[config.mk]
export PLATFORM = sky130hd
export DESIGN_NAME = exec_flags_wb_stage_flat
export DESIGN_NICKNAME = d
export VERILOG_FILES = /design/src/rtl/exec_flags_wb_stage_pkg.sv /design/src/rtl/exec_flags_wb_stage_if.sv /design/src/rtl/exec_flags_wb_stage_cond_eval.sv /design/src/rtl/exec_flags_wb_stage.sv /design/src/flat_wrapper.sv
export SDC_FILE = /design/constraint.sdc
export NUM_CORES = 1
export LEC_CHECK = 0
export ABC_AREA = 1
export CAP_MARGIN = 5
export CORE_AREA = 2 2 60 62
export DETAILED_ROUTE_END_ITERATION = 10
export DIE_AREA = 0 0 62 64
export DONT_BUFFER_PORTS = 1
export GPL_TIMING_DRIVEN = 0
export HOLD_SLACK_MARGIN = 0.08
export PLACE_DENSITY = 0.65
export SLEW_MARGIN = 20
export SYNTH_ARGS = -nofsm -noshare
export SYNTH_HDL_FRONTEND = slang
export SYNTH_HIERARCHICAL = 1
export SYNTH_SLANG_ARGS = --single-unit
[constraint.sdc]
create_clock -name clk -period 1.6 [get_ports clk]
set_input_delay 0.32 -clock clk [delete_from_list [all_inputs] [get_ports clk]]
set_output_delay 0.32 -clock clk [all_outputs]
set_load 0.03 [all_outputs]
[src/rtl/exec_flags_wb_stage_pkg.sv]
// Shared ARM field positions, condition codes and opcodes
// for the execute-to-writeback flags stage.
package exec_flags_wb_stage_pkg;

  localparam int DATA_W = 32;
  localparam int REG_W  = 4;

  localparam int COND_MSB = 31;
  localparam int COND_LSB = 28;
  localparam int RD_MSB   = 15;
  localparam int RD_LSB   = 12;
  localparam int OPC_MSB  = 24;
  localparam int OPC_LSB  = 21;

  localparam int FLAG_N = 3;
  localparam int FLAG_Z = 2;
  localparam int FLAG_C = 1;
  localparam int FLAG_V = 0;

  typedef enum logic [3:0] {
    COND_EQ = 4'h0,
    COND_NE = 4'h1,
    COND_CS = 4'h2,
    COND_CC = 4'h3,
    COND_MI = 4'h4,
    COND_PL = 4'h5,
    COND_VS = 4'h6,
    COND_VC = 4'h7,
    COND_HI = 4'h8,
    COND_LS = 4'h9,
    COND_GE = 4'hA,
    COND_LT = 4'hB,
    COND_GT = 4'hC,
    COND_LE = 4'hD,
    COND_AL = 4'hE,
    COND_NV = 4'hF
  } cond_e;

  typedef enum logic [3:0] {
    OPC_AND = 4'h0,
    OPC_EOR = 4'h1,
    OPC_SUB = 4'h2,
    OPC_RSB = 4'h3,
    OPC_ADD = 4'h4,
    OPC_ADC = 4'h5,
    OPC_SBC = 4'h6,
    OPC_RSC = 4'h7,
    OPC_TST = 4'h8,
    OPC_TEQ = 4'h9,
    OPC_CMP = 4'hA,
    OPC_CMN = 4'hB,
    OPC_ORR = 4'hC,
    OPC_MOV = 4'hD,
    OPC_BIC = 4'hE,
    OPC_MVN = 4'hF
  } opc_e;

  function automatic logic is_compare(
    input logic [3:0] opc
  );
    return opc inside {
      OPC_TST, OPC_TEQ,
      OPC_CMP, OPC_CMN
    };
  endfunction

  function automatic logic is_arith(
    input logic [3:0] opc
  );
    return opc inside {
      OPC_SUB, OPC_RSB,
      OPC_ADD, OPC_ADC,
      OPC_SBC, OPC_RSC,
      OPC_CMP, OPC_CMN
    };
  endfunction

endpackage

[src/rtl/exec_flags_wb_stage_if.sv]
// ALU-to-writeback bundle: instruction, result and flags in,
// registered flags and writeback slot out.
interface exec_flags_wb_stage_if
  import exec_flags_wb_stage_pkg::*;
#(
  parameter int DW = DATA_W,
  parameter int RW = REG_W
);
  logic          in_valid;
  logic          stall;
  logic          flush;
  logic [31:0]   inst;
  logic [DW-1:0] alu_out;
  logic          update_CPSR;
  logic          ignore_C_flag;
  logic          N_in;
  logic          Z_in;
  logic          C_in;
  logic          V_in;
  logic [3:0]    cpsr_flags;
  logic          carry_to_alu;
  logic          cond_pass;
  logic          wb_valid;
  logic          wb_en;
  logic [RW-1:0] wb_rd;
  logic [DW-1:0] wb_data;

  modport master (
    output in_valid, stall, flush,
    output inst, alu_out,
    output update_CPSR, ignore_C_flag,
    output N_in, Z_in, C_in, V_in,
    input  cpsr_flags, carry_to_alu,
    input  cond_pass,
    input  wb_valid, wb_en,
    input  wb_rd, wb_data
  );

  modport slave (
    input  in_valid, stall, flush,
    input  inst, alu_out,
    input  update_CPSR, ignore_C_flag,
    input  N_in, Z_in, C_in, V_in,
    output cpsr_flags, carry_to_alu,
    output cond_pass,
    output wb_valid, wb_en,
    output wb_rd, wb_data
  );
endinterface

[src/rtl/exec_flags_wb_stage_cond_eval.sv]
// ARM condition-field evaluator against NZCV flags;
// purely combinational so the branch unit can share it.
module exec_flags_wb_stage_cond_eval
  import exec_flags_wb_stage_pkg::*;
(
  input  logic [3:0] cond,
  input  logic [3:0] flags,
  output logic       pass
);
  logic n, z, c, v;

  assign n = flags[FLAG_N];
  assign z = flags[FLAG_Z];
  assign c = flags[FLAG_C];
  assign v = flags[FLAG_V];

  always_comb begin
    pass = 1'b0;
    unique case (cond)
      COND_EQ: pass = z;
      COND_NE: pass = !z;
      COND_CS: pass = c;
      COND_CC: pass = !c;
      COND_MI: pass = n;
      COND_PL: pass = !n;
      COND_VS: pass = v;
      COND_VC: pass = !v;
      COND_HI: pass = c && !z;
      COND_LS: pass = !c || z;
      COND_GE: pass = n == v;
      COND_LT: pass = n != v;
      COND_GT: pass = !z && (n == v);
      COND_LE: pass = z || (n != v);
      COND_AL: pass = 1'b1;
      COND_NV: pass = 1'b0;
    endcase
  end

endmodule

[src/rtl/exec_flags_wb_stage.sv]
// Execute-to-writeback stage: owns CPSR NZCV, gates flag
// commit and register writeback on the condition field.
module exec_flags_wb_stage
  import exec_flags_wb_stage_pkg::*;
(
  input logic                  clk,
  input logic                  reset,
  exec_flags_wb_stage_if.slave bus
);
  logic [3:0]        cond;
  logic [3:0]        opc;
  logic              accept;
  logic              pass;
  logic              commit;
  logic              cmp_c;
  logic              arith_c;
  logic              keep_c;
  logic              unused_inst;

  logic [3:0]        flags_d;
  logic [3:0]        flags_q;
  logic              wb_valid_d;
  logic              wb_valid_q;
  logic              wb_en_d;
  logic              wb_en_q;
  logic [REG_W-1:0]  wb_rd_d;
  logic [REG_W-1:0]  wb_rd_q;
  logic [DATA_W-1:0] wb_data_d;
  logic [DATA_W-1:0] wb_data_q;

  assign cond = bus.inst[COND_MSB:COND_LSB];
  assign opc  = bus.inst[OPC_MSB:OPC_LSB];

  assign unused_inst = ^{bus.inst[27:25],
                         bus.inst[20:16],
                         bus.inst[11:0]};

  exec_flags_wb_stage_cond_eval u_cond (
    .cond  (cond),
    .flags (flags_q),
    .pass  (pass)
  );

  assign cmp_c   = is_compare(opc);
  assign arith_c = is_arith(opc);
  assign keep_c  = bus.ignore_C_flag
                 && !cmp_c && !arith_c;
  assign accept  = bus.in_valid
                 && !bus.stall && !bus.flush;
  assign commit  = accept && pass
                 && bus.update_CPSR;

  always_comb begin
    flags_d = flags_q;
    if (commit) begin
      flags_d[FLAG_N] = bus.N_in;
      flags_d[FLAG_Z] = bus.Z_in;
      if (!keep_c)
        flags_d[FLAG_C] = bus.C_in;
      if (arith_c)
        flags_d[FLAG_V] = bus.V_in;
    end
  end

  // flush overrides stall so an annulled slot never lingers
  always_comb begin
    wb_valid_d = wb_valid_q;
    wb_en_d    = wb_en_q;
    wb_rd_d    = wb_rd_q;
    wb_data_d  = wb_data_q;
    if (!bus.stall || bus.flush) begin
      wb_valid_d = accept;
      wb_en_d    = accept && pass && !cmp_c;
    end
    if (!bus.stall) begin
      wb_rd_d   = bus.inst[RD_MSB:RD_LSB];
      wb_data_d = bus.alu_out;
    end
  end

  always_ff @(posedge clk) begin
    if (reset) begin
      flags_q    <= 4'b0000;
      wb_valid_q <= 1'b0;
      wb_en_q    <= 1'b0;
      wb_rd_q    <= '0;
      wb_data_q  <= '0;
    end else begin
      flags_q    <= flags_d;
      wb_valid_q <= wb_valid_d;
      wb_en_q    <= wb_en_d;
      wb_rd_q    <= wb_rd_d;
      wb_data_q  <= wb_data_d;
    end
  end

  assign bus.cpsr_flags   = flags_q;
  assign bus.carry_to_alu = flags_q[FLAG_C];
  assign bus.cond_pass    = pass;
  assign bus.wb_valid     = wb_valid_q;
  assign bus.wb_en        = wb_en_q;
  assign bus.wb_rd        = wb_rd_q;
  assign bus.wb_data      = wb_data_q;

endmodule

[src/flat_wrapper.sv]
// flat-port wrapper written by rule: the top's interface ports become plain ports
module exec_flags_wb_stage_flat import exec_flags_wb_stage_pkg::*;
  (clk, reset, bus_in_valid, bus_stall, bus_flush, bus_inst, bus_alu_out, bus_update_CPSR, bus_ignore_C_flag, bus_N_in, bus_Z_in, bus_C_in, bus_V_in, bus_cpsr_flags, bus_carry_to_alu, bus_cond_pass, bus_wb_valid, bus_wb_en, bus_wb_rd, bus_wb_data);
  exec_flags_wb_stage_if bus_i ();
  input logic clk;
  input logic reset;
  input wire logic [$bits(bus_i.in_valid)-1:0] bus_in_valid;
  input wire logic [$bits(bus_i.stall)-1:0] bus_stall;
  input wire logic [$bits(bus_i.flush)-1:0] bus_flush;
  input wire logic [$bits(bus_i.inst)-1:0] bus_inst;
  input wire logic [$bits(bus_i.alu_out)-1:0] bus_alu_out;
  input wire logic [$bits(bus_i.update_CPSR)-1:0] bus_update_CPSR;
  input wire logic [$bits(bus_i.ignore_C_flag)-1:0] bus_ignore_C_flag;
  input wire logic [$bits(bus_i.N_in)-1:0] bus_N_in;
  input wire logic [$bits(bus_i.Z_in)-1:0] bus_Z_in;
  input wire logic [$bits(bus_i.C_in)-1:0] bus_C_in;
  input wire logic [$bits(bus_i.V_in)-1:0] bus_V_in;
  output wire logic [$bits(bus_i.cpsr_flags)-1:0] bus_cpsr_flags;
  output wire logic [$bits(bus_i.carry_to_alu)-1:0] bus_carry_to_alu;
  output wire logic [$bits(bus_i.cond_pass)-1:0] bus_cond_pass;
  output wire logic [$bits(bus_i.wb_valid)-1:0] bus_wb_valid;
  output wire logic [$bits(bus_i.wb_en)-1:0] bus_wb_en;
  output wire logic [$bits(bus_i.wb_rd)-1:0] bus_wb_rd;
  output wire logic [$bits(bus_i.wb_data)-1:0] bus_wb_data;
  assign bus_i.in_valid = bus_in_valid;
  assign bus_i.stall = bus_stall;
  assign bus_i.flush = bus_flush;
  assign bus_i.inst = bus_inst;
  assign bus_i.alu_out = bus_alu_out;
  assign bus_i.update_CPSR = bus_update_CPSR;
  assign bus_i.ignore_C_flag = bus_ignore_C_flag;
  assign bus_i.N_in = bus_N_in;
  assign bus_i.Z_in = bus_Z_in;
  assign bus_i.C_in = bus_C_in;
  assign bus_i.V_in = bus_V_in;
  assign bus_cpsr_flags = bus_i.cpsr_flags;
  assign bus_carry_to_alu = bus_i.carry_to_alu;
  assign bus_cond_pass = bus_i.cond_pass;
  assign bus_wb_valid = bus_i.wb_valid;
  assign bus_wb_en = bus_i.wb_en;
  assign bus_wb_rd = bus_i.wb_rd;
  assign bus_wb_data = bus_i.wb_data;
  exec_flags_wb_stage u_core (.clk(clk), .reset(reset), .bus(bus_i));
endmodule
# Word level (Yosys, flattened, before mapping)
# Cells that the tools add are included.
# totals
reg_bits,42
word_cells,61
output_inout_bits,44
# classes
muxes,1
bitwise_logic,1
reduce_logical,25
eq_ne,27
# ops
operator,n
$eq A4 B4 Y1 const B,12
$eq A4 B3 Y1 const B,8
$eq A4 B2 Y1 const B,4
$pmux W1 S16,1
$logic_and A1 B1 Y1,9
$logic_not A1 Y1,8
$reduce_bool A8 Y1,1
$eq A4 B1 Y1 const B,1
$logic_not A4 Y1,1
$reduce_and A2 Y1,2
$reduce_bool A4 Y1,1
$logic_or A1 B1 Y1,3
$eq A1 B1 Y1,1
$ne A1 B1 Y1,1
$not A1 Y1,1

# Longest topological paths before layout
# Gate-level depths: netlist of the first run.
# depth
ltp_word,7
ltp_mapped,15

# Hierarchy
# Netlist of the first run, hierarchy kept.
# by_module_without_submodules
mod,cells_per_inst,area_each_um2,n_inst,seq_area_each_um2
exec_flags_wb_stage,199,1535.2,1,840.8
exec_flags_wb_stage_cond_eval,45,205.2,1,0.0

# Least setup slack after synthesis of the first run
# No wires, ideal clock.
# synth_path
path_type,reg-to-reg
from,"register u_core.flags_q[3], in the netlist u_core/bus.cpsr_flags[3]"
to,"register u_core.flags_q[0], in the netlist u_core/bus.cpsr_flags[0]"
path_buffers,0
stages_incl_launch_ff,14
setup_time_ps,116
setup_slack_ps,-224
period_less_slack_ps,1824
required_time_ps,1484
t_arrival_ps,1708
cell_sequence,dfxtp_1 inv_1 nand2_1 nand2_1 o21ai_1 nand2_1 nand3_1 nand2_1 nand3_2 nand4_2 nor2_4 nand3_1 nand2_1 nor2_1
# synth_between
elab_chain_len,6
elab_cells_between_ends,9
# synth_rtl
element,line,source
"start, declared",exec_flags_wb_stage.sv:21,logic [3:0] flags_q;
"start signal, assigned",exec_flags_wb_stage.sv:89,flags_q <= flags_d;
$ne A1 B1 Y1 or $eq A1 B1 Y1 (tied branches),-,
$logic_or A1 B1 Y1 or $logic_and A1 B1 Y1 (tied branches),"exec_flags_wb_stage_cond_eval.sv:33, exec_flags_wb_stage_cond_eval.sv:32",
$pmux W1 S16 *,exec_flags_wb_stage_cond_eval.sv:19,unique case (cond)
net bus_cond_pass,flat_wrapper.sv:20,output wire logic [$bits(bus_i.cond_pass)-1:0] bus_cond_pass;
$logic_and A1 B1 Y1 *,exec_flags_wb_stage.sv:50,assign commit = accept && pass
$logic_and A1 B1 Y1 *,exec_flags_wb_stage.sv:51,&& bus.update_CPSR;
$reduce_and A2 Y1 (no source line) *,-,
# Mark *: on every way through the listed nets, which the timed path passes. The rest lies on a longest branch.
# A chain may end at the register's enable or synchronous reset.

# Worst setup path after layout of the first run
# layout_path
from,"register u_core.flags_q[3], in the netlist u_core/bus.cpsr_flags[3]"
to,output port bus_cond_pass
# layout_between
elab_chain_len,3
elab_cells_between_ends,6
# layout_rtl
element,line
$ne A1 B1 Y1 or $eq A1 B1 Y1 (tied branches),-
$logic_or A1 B1 Y1 or $logic_and A1 B1 Y1 (tied branches),"exec_flags_wb_stage_cond_eval.sv:33, exec_flags_wb_stage_cond_eval.sv:32"
$pmux W1 S16 *,exec_flags_wb_stage_cond_eval.sv:19
"end, declared",flat_wrapper.sv:20
# Every way passes the cells marked *; elsewhere a longest branch is shown, timed or not.

==> results.md, run 1 <==
- Critical path arrival: around 1500 ps
- HPWL after DPL: 2910 µm
- Cell Area, Synth: 1740 µm²
- Sequential element share of the synthesized area: 0.483
- Antenna violations before repair: 0
- Detailed Routing Iterations Pass 1: 4
- Pwr dens: approximately 1000 nW/µm²
- RSZ-0062 raised after global routing: true
- Starting density of the core: 0.530
- DIE WIDTH: 62 µm
- Main area contributors after synthesis: dfxtp_1 48%, nor2_1 16%, o21ai_0 10%, nand2_1 5.6%, nand3_1 3.7%
- Smallest setup slack after layout: -212 ps
- Final wirelength: ~4000 µm
- Inserted Diodes: 0
- Number of global-route vias before repair: 1483
- # DRC: 0
- Place WS: -142 ps
- Pleak: 0.841 nW
- Yosys warning count: 6
- Most used standard cell by instance count after synthesis: nor2_1
- Nets@finish: 327
- Max Fclk: 0.552 GHz
- Metal-1 WL: 1630 µm
- Initial DRC count: between 40 and 50
- CTS tree: yes
- Num CTS Buffers: 5
- H-tree levels: 2
- Max cap viols: 0
- Rel. slew slack: 0.748
- Syn nets: 319
- Gr usage total: 0.209
- Root Buffer: clkbuf_4
- Critical path startpoint: u_core/bus.cpsr_flags[3]
- Die area: 3970 µm²
- Grt ovf: 0
- Vias: around 1600
- Area delta synth->final: 11.4%
- Synth Instances: 244
- Worst vdd ir: 622 µV
- Fin crit period: 1810 ps
- Layout Skew: 3.27 ps
- Setup TNS: -593 ps
- Clock Pin Slew Worst Setup and Hold Paths: 110 ps
- Period utilization: 1.13
- Clk Latency, worst-skew pair: 340 ps
- Fillers: about 360
- Placer Congestion: 0.825
- Routed Antenna Nets: 0
- Post-synth ARST share: 0
- CP required: around 1300 ps
- Dominant cell type by area after synthesis: dfxtp_1
- Core area: 3280 µm²
- Worst-Margin Slew: 377 ps
- Worst setup EP type: output port
- Highest Signal Layer: met4
- Critical register-to-register path startpoint: u_core/bus.cpsr_flags[0]
- Failing checks: negative setup slack
- PortBufs: 0
- Primary FF master, synth: dfxtp_1
- DR vias/cell: 5.21
- Chip Height: 64 µm
- Met2 routed WL: 1880 µm
- Layout cells sized above 1: 0.174
- EDFF count, synth: 0
- Final Hold Fails: 0
- CP max FO: 5
- Slew Viols, Final: 0
- Type of the most critical hold path: input port to flop
- CTS Sinks: 42
- Yosys reg bits: 42
- Tot Pwr: 2.03 mW
- Standard-cell row count: 21
- Setup violations, final: 5
- Post-layout util: 0.590
- Syn Area/Cell: 7.13 µm²
- WL met3: 445 µm
- Detailed-route wire length per cell: 13.4 µm
- Crit Path Class: flop to output port
- First-pass GRT wire length: 6200 µm
- Hold Path Origin: bus_N_in
- Status: complete, but fails checks
- Ports: between 100 and 150
- Largest net degree at the start of global routing: 13
- Max clock buf depth: 2
- Top post-synthesis cells by count: 76 x nor2_1, 42 x dfxtp_1, 36 x o21ai_0, 26 x nand2_1
- Count of cell types in the netlist: 18
- Crit start category: flop
- Post-synth top area share: 0.483
## logic make-up (layout without fill, tap and decap cells)
logic type | Yosys count | in the layout | share of synthesized area
AND/OR/NAND/NOR | 124 | 124 | 0.298
flip-flops | 42 | 42 | 0.483
AO/OA/AOI/OAI | 49 | 49 | 0.144
buffers and inverters | 29 | 38 | 0.0748
## placed cells by master, fill, tap and decap left out, types with 2 or more instances in the layout
cell,netlist,final
a21oi_1,7,7
buf_2,5,5
buf_4,4,4
clkbuf_1,3,4
clkbuf_4,0,5
dfxtp_1,42,38
dfxtp_4,0,4
inv_1,13,11
inv_2,4,4
inv_4,0,2
nand2_1,26,20
nand2_2,0,5
nand3_1,13,9
nand3_2,1,4
nand4_1,2,2
nor2_1,76,76
nor2_2,4,4
o211ai_1,2,2
o21ai_0,36,36
o21ai_1,4,3
## final timing paths
path                                            endpoint  slack (ps)  depth (start not counted)
worst max-delay path                       bus_cond_pass        -210                          9
worst min-delay path            u_core/bus.cpsr_flags[3]         100                          2
worst min register to register  u_core/bus.cpsr_flags[2]         570                          2
worst max register to register  u_core/bus.cpsr_flags[0]        -120                         13
## area by class of cell
class                           instances  area, µm²  area share
Multi-Input combinational cell        173        821       0.423
Clock buffer                            7       55.1      0.0284
Timing Repair Buffer                    1       10.0     0.00516
Sequential cell                        42        856       0.441
Tap cell                               46       57.6      0.0297
Clock inverter                          1       5.00     0.00258
Inverter                               17       68.8      0.0355
Buffer                                 12       66.3      0.0342
## power by group
group / total (mW) / internal, mW / switching, mW
Combinational: 0.211 / 0.0768 / 0.134
Clock: 0.537 / 0.213 / 0.323
Sequential: 1.28 / 1.11 / 0.173
## sequential cells by signal (all words and copies together), names as in the netlist
name	flops
u_core/bus.wb_data	32
u_core/bus.cpsr_flags	4
u_core/bus.wb_rd	4
u_core/bus.wb_en	1
u_core/bus.wb_valid	1
## per-stage QoR
| stage | hold slack (ps) | cells | area [µm²] |
|---|---|---|---|
| detailed placement | 382 | 290 | 1820 |
| CTS | 89.5 | 299 | 1900 |
| global placement | 381 | 290 | 1820 |
| floorplan | 379 | 244 | 1760 |
| finish | 104 | 299 | 1940 |
| global route | 86.0 | 299 | 1940 |
## critical path: stages, from the launching register on
cell and delay [ps]:
dfxtp_4 460, inv_4 70, nand2_2 70, nand3_2 100, nand2_2 80, nand2_1 40
nand2_1 60, nand3_2 60, nand2_2 80, nand3_4 140
## metal layers
metal  vias to the layer above  GRT usage
met1                       688      0.235
met5                         -          0
met4                         0     0.0851
li1                        801          -
met2                        63      0.331
met3                         6     0.0992
## timing repair
item,4_1_cts,5_1_grt
pin swaps,5,4
buffers inserted,0,0
hold buffers,1,0
gates resized for setup,7,11
hold endpoints to repair,4,0
setup endpoints to repair,5,5
No activity file was read; power rests on OpenSTA's default activity.
==> run 2: changes to the inputs <==
--- a/config.mk
+++ b/config.mk
@@ -8,12 +8,14 @@
 export ABC_AREA = 1
 export CAP_MARGIN = 5
 export CORE_AREA = 2 2 60 62
+export CTS_CLUSTER_DIAMETER = 150
 export DETAILED_ROUTE_END_ITERATION = 10
 export DIE_AREA = 0 0 62 64
 export DONT_BUFFER_PORTS = 1
 export GPL_TIMING_DRIVEN = 0
 export HOLD_SLACK_MARGIN = 0.08
 export PLACE_DENSITY = 0.65
+export SETUP_SLACK_MARGIN = 0.05
 export SLEW_MARGIN = 20
 export SYNTH_ARGS = -nofsm -noshare
 export SYNTH_HDL_FRONTEND = slang
==> run 2 against run 1 <==
Worst setup slack improved by 27 ps. Non-clock buffer count rose by 1. Final area fell by 0.58%. Global-route usage fell by 0.32 points. First-iteration DRC count rose by 98%. Cell count rose by 0.33%. Largest cell class unchanged. Utilization fell by 0.34 points. Sequential share of layout area rose by 0.13 points. Routed wire length fell by 5.0%. Via count fell by 2.2%. The flow still finishes with violations (negative setup slack).
==> results.md, run 2 (same netlist as run 1, synthesis figures left out) <==
- Status: complete, but fails checks
- Failing checks: negative setup slack
- PortBufs: 0
- Final Hold Fails: 0
- Slack of the worst reg-to-reg path: -100 ps
- Period utilization: 1.12
- Met1 GRT Util: 0.215
- Worst setup EP type: output port
- First-pass GRT wire length: 6130 µm
- Setup TNS: -469 ps
- Num CTS Buffers: 5
- Initial DRC count: 89
- Layout Skew: 9.49 ps
- DIE WIDTH: 62 µm
- Rel. slew slack: 0.754
- Ports: 119
- CP max FO: 5
- Starting density of the core: 0.530
- Pleak: 0.827 nW
- Commonest non-fill, non-tap cell in the layout: nor2_1
- Root Buffer: clkbuf_4
- Design Area, Final: 1930 µm²
- Pwr dens: 1040 nW/µm²
- Standard-cell row count: 21
- Place WS: -134 ps
- Worst vdd ir: 783 µV
- Detailed-route wire length per cell: 12.7 µm
- CTS Sinks: between 40 and 50
- Detailed Routing Iterations Pass 1: 4
- Final wirelength: 3810 µm
- Fillers: 351
- Crit Path Class: flop to output port
- Worst-Margin Slew: 368 ps
- HPWL after DPL: 2880 µm
- Type of the most critical hold path: input port to flop
- Gr usage total: 0.206
- Setup violations, final: 5
- Max clock buf depth: 2
- Clock Pin Slew Worst Setup and Hold Paths: 120 ps
- Number of global-route vias before repair: about 1500
- Inserted Diodes: 0
- Grt ovf: 0
- Crit start category: flop
- Max Fclk: between 0.5 and 0.6 GHz
- Tot Pwr: 2.00 mW
- Placer Congestion: 0.786
- Max cap viols: 0
- Die area: 3970 µm²
- GR Layer Usage met3: 0.0992
- Met2 Usage GRT: 0.344
- Area post-placement: 1820 µm²
- Slew Viols, Final: 0
- DR vias/cell: 5.08
- GRT Max-Usage Layer: met2
- RSZ-0062 raised after global routing: true
- H-tree levels: 2
- Antenna violations before repair: 0
- Area delta synth->final: 10.8%
- Largest register FFs: 32
- Layout cells sized above 1: 0.154
- Routed Antenna Nets: 0
- Clk Latency, worst-skew pair: between 300 and 400 ps
- Critical path arrival: 1460 ps
- Smallest setup slack after layout: -185 ps
- # DRC: 0
- Fin crit period: about 1800 ps
- Largest net degree at the start of global routing: 14
- CP required: 1280 ps
- CTS tree: yes
- Core area: 3280 µm²
- Most frequent cells in the layout: 76 x nor2_1, 38 x dfxtp_1, 36 x o21ai_0
- Chip Height: 64 µm
- Vias: roughly 1500
- Nets@finish: 328
run 2: changes by cell type in the layout (fill, tap and decap cells not counted), sizes merged:
cell | previous run | this run
clkbuf | 10 | 9
clkinv | 1 | 2
dlygate4sd3 | 1 | 2
run 2: layer usage:
| metal | vias up | wire (µm) |
|---|---|---|
| li1 | 798 | - |
| met1 | 652 | 1560 |
| met2 | 66 | 1710 |
| met3 | 7 | 484 |
| met4 | 0 | 58 |
| met5 | - | 0 |
run 2: stage by stage:
stage | std cells | utilization | hold slack [ps]
final | 300 | 0.587 | 103
after global routing | 300 | 0.587 | 99.5
after CTS | 299 | 0.582 | 84.0
after detailed placement | 290 | 0.555 | 385
after global placement | 290 | 0.555 | 383
after floorplan | 244 | - | 379
run 2: critical path: stages (launching register included):
cell     delay, ps
dfxtp_4        450
inv_4           60
nand2_2         70
nand2_2         50
nand3_1         60
nand2_1         50
nand2_1         70
nand3_2         80
nand2_2         70
nand3_4        160
run 2: timing repair:
item	CTS	global route
endpoints found under the setup margin	5	6
cloned	0	0
setup buffers	0	0
pin swaps	5	2
endpoints found under the hold margin	4	1
hold buffers	1	1
resized for setup	7	2
run 2: final timing paths:
check	from	to	cells past startpoint
worst min-delay path	bus_Z_in	u_core/bus.cpsr_flags[2]	2
worst max register to register	u_core/bus.cpsr_flags[3]	u_core/bus.cpsr_flags[1]	13
worst min register to register	u_core/bus.cpsr_flags[2]	u_core/bus.cpsr_flags[2]	2
worst max-delay path	u_core/bus.cpsr_flags[3]	bus_cond_pass	9
run 2: cell type report:
type	instances	area [µm²]	share of cell area
Buffer	12	66.3	0.0344
Sequential cell	42	853	0.443
Multi-Input combinational cell	173	810	0.420
Inverter	17	66.3	0.0344
Tap cell	46	57.6	0.0299
Clock buffer	6	41.3	0.0214
Clock inverter	2	13.8	0.00714
Timing Repair Buffer	2	20.0	0.0104
run 2: power by group:
group          total [mW]  switching (mW)  internal, mW  leakage (nW)
registers            1.28           0.173          1.11         0.351
logic               0.211           0.133        0.0776         0.444
clock network       0.507           0.334         0.173        0.0322
==> edit, RTL diff (flow settings as in run 2) <==
Take the reset off `wb_data_q` and load it in a clocked block of its own.
--- a/src/rtl/exec_flags_wb_stage.sv
+++ b/src/rtl/exec_flags_wb_stage.sv
@@ -84,14 +84,16 @@
       wb_valid_q <= 1'b0;
       wb_en_q    <= 1'b0;
       wb_rd_q    <= '0;
-      wb_data_q  <= '0;
     end else begin
       flags_q    <= flags_d;
       wb_valid_q <= wb_valid_d;
       wb_en_q    <= wb_en_d;
       wb_rd_q    <= wb_rd_d;
-      wb_data_q  <= wb_data_d;
     end
+  end
+
+  always_ff @(posedge clk) begin
+    wb_data_q <= wb_data_d;
   end
 
   assign bus.cpsr_flags   = flags_q;
Function: changed (a bounded check fails within 4 cycles, from zero or initial values and one cycle with reset high).
==> edit against run 2 <==
  * The run still ends with setup timing left
  * Worst setup slack got worse by 67 ps
  * Area after synthesis decreased by 7.3%
  * Routed wire length decreased by 6.7%
  * Final area increased by 13%
  * Total power increased by 22%
  * First-iteration DRC count decreased by 35%
  * Register-to-register slack got worse by 70 ps
  * Clock skew decreased by 8.6 ps
  * Die area unchanged
  * Synthesized cell count decreased by 44%
  * Sequential cell count unchanged
  * Critical path depth unchanged
  * Non-clock buffer count increased by 21
  * Sequential share of layout area increased by 9.7 points
  * Critical path type unchanged
  * Largest cell class unchanged
==> edit: results (changes against run 2) <==
outcome finished, violations left; failing checks setup timing; htree depth 2 (unchanged); share of cells above drive strength 1 19.6% (+4.2 points); DP Worst Slack -148 ps (-13.7 ps); Final WS setup -252 ps (-67.3 ps); clock buffer depth 2 (unchanged); nets 253 (-23%); # port buffers 0 (unchanged); flip-flop count of the largest register after layout 32 (unchanged); largest net degree at the start of global routing 38 (+24); Pre-antenna DRT Iters 4 (unchanged); ys async rst share 0% (unchanged); post-synthesis sequential area ratio 72.0% (+24 points); Overall Global Routing Usage 17.9% (-2.7 points); Max Fanout on Critical Path 5 (unchanged); clk_lat worst skew 350 ps (about the same); Synth area leaders edfxtp_1 60%, dfxtp_1 12%, nand2_1 6.1%, nand3_1 4.0%, inv_1 3.0%; RD Place Congestion 0.693 (-12%); HPWL after DPL 2.37 mm (-18%); Warnings, synthesis 6 (unchanged); synthesized net count 212 (-34%); clock tree root buffer cell clkbuf_4; ant diodes 0 (unchanged); placed inst area 1690 sq um (-7.5%); Peak VDD IR 0.000457 V (-42%); Avg Inst Size Synth 11.8 sq um (+65%); count of different cell masters after synthesis 18 (unchanged); global-route wire length before repair 5.02 mm (-18%); vias in the first global route 1096 (-26%); Reg clk slew, reported paths 120 ps (about the same); routed vias/inst 5.18 (+2.0%); drt first-iter violations 58 (-35%); Vias 1165 (-24%); slew margin rel. 71.8% (-3.6 points); Hold Crit Class in -> reg; Final setup viols 5 (unchanged); buffer count from post-CTS setup fixing 0 (unchanged); Synth Flop Type edfxtp_1; P_leak 0.823 nW (-0.57%); Fin Clk Skew 0.893 ps (-8.60 ps); CTS Buf Count 5 (unchanged); Crit path arrival time 1530 ps (+70 ps); Routed WL 3.55 mm (-6.7%); Post-synth EDFFs 32 (+32); initial antenna violation count 0 (unchanged); DP Cell Count 183 (-37%); synth cell count leaders 32 x edfxtp_1, 26 x nand2_1, 13 x inv_1, 13 x nand3_1, 13 x nor2_1
## edit: cell types whose count changed after synthesis, moves of 2 or more
cell	change
buf_2	-5
buf_4	-3
clkbuf_1	-3
dfxtp_1	-32
edfxtp_1	+32
inv_2	-2
inv_4	+2
nor2_1	-63
o21ai_0	-30
o21ai_1	-2
## edit: logic make-up after synthesis
kind of cell	count (synthesis)	synth area share, %
AND/OR/NAND/NOR	60	17.7
flip-flops	42	72.0
buffers and inverters	18	4.73
AO/OA/AOI/OAI	17	5.59
## edit: cell type report
class                   instances  area [sq um]
flip-flops and latches         42          1180
fillers                       251          1110
multi-input cells              77           419
clock buffers                   5          37.5
plain buffers                   1          7.51
well taps                      46          57.6
clock inverters                 3          68.8
repair buffers                 34           340
inverters                      17          71.3
## edit: per-stage QoR
step	TNS [ps]	total power, W
finish	-830	0.00244
global route	-1510	0.00254
CTS	-560	0.00245
detailed placement	-440	0.00157
global placement	-177	0.00156
floorplan	0	0.00154
## edit: power breakdown
group / internal, W / leakage, nW / switching, W
clock: 0.000489 / 0.0554 / 0.000331
combinational: 0.0000864 / 0.369 / 0.0000932
sequential: 0.00125 / 0.398 / 0.000183
total: 0.00183 / 0.823 / 0.000608
## edit: repair_timing
item / in CTS / in global routing
hold buffers: 34 / 0
setup endpoints to repair: 5 / 6
gates resized for setup: 7 / 7
pin swaps: 5 / 5
hold endpoints to repair: 36 / 0
## edit: path summary, 6_finish.rpt
kind | endpoint | cells after the start | startpoint | slack (ps)
max | bus_cond_pass | 9 | u_core/bus.cpsr_flags[3] | -250
min | u_core/bus.cpsr_flags[3] | 2 | bus_N_in | 90
max reg2reg | u_core/bus.cpsr_flags[1] | 13 | u_core/bus.cpsr_flags[0] | -170
min reg2reg | u_core/bus.cpsr_flags[2] | 2 | u_core/bus.cpsr_flags[2] | 580
## edit: worst max-delay path: stages (launching register included)
cell	delay, ps
dfxtp_4	460
inv_4	60
nand2_2	80
nand2_2	70
nand3_2	50
nand2_1	40
nand2_1	80
nand3_2	90
nand2_2	80
nand3_4	160
## edit: layer usage
| layer | wire (um) | global-route usage [%] |
|---|---|---|
| met5 | 0 | 0 |
| met4 | 86 | 9.04 |
| met3 | 370 | 9.31 |
| met2 | 1890 | 30.7 |
| met1 | 1200 | 16.4 |
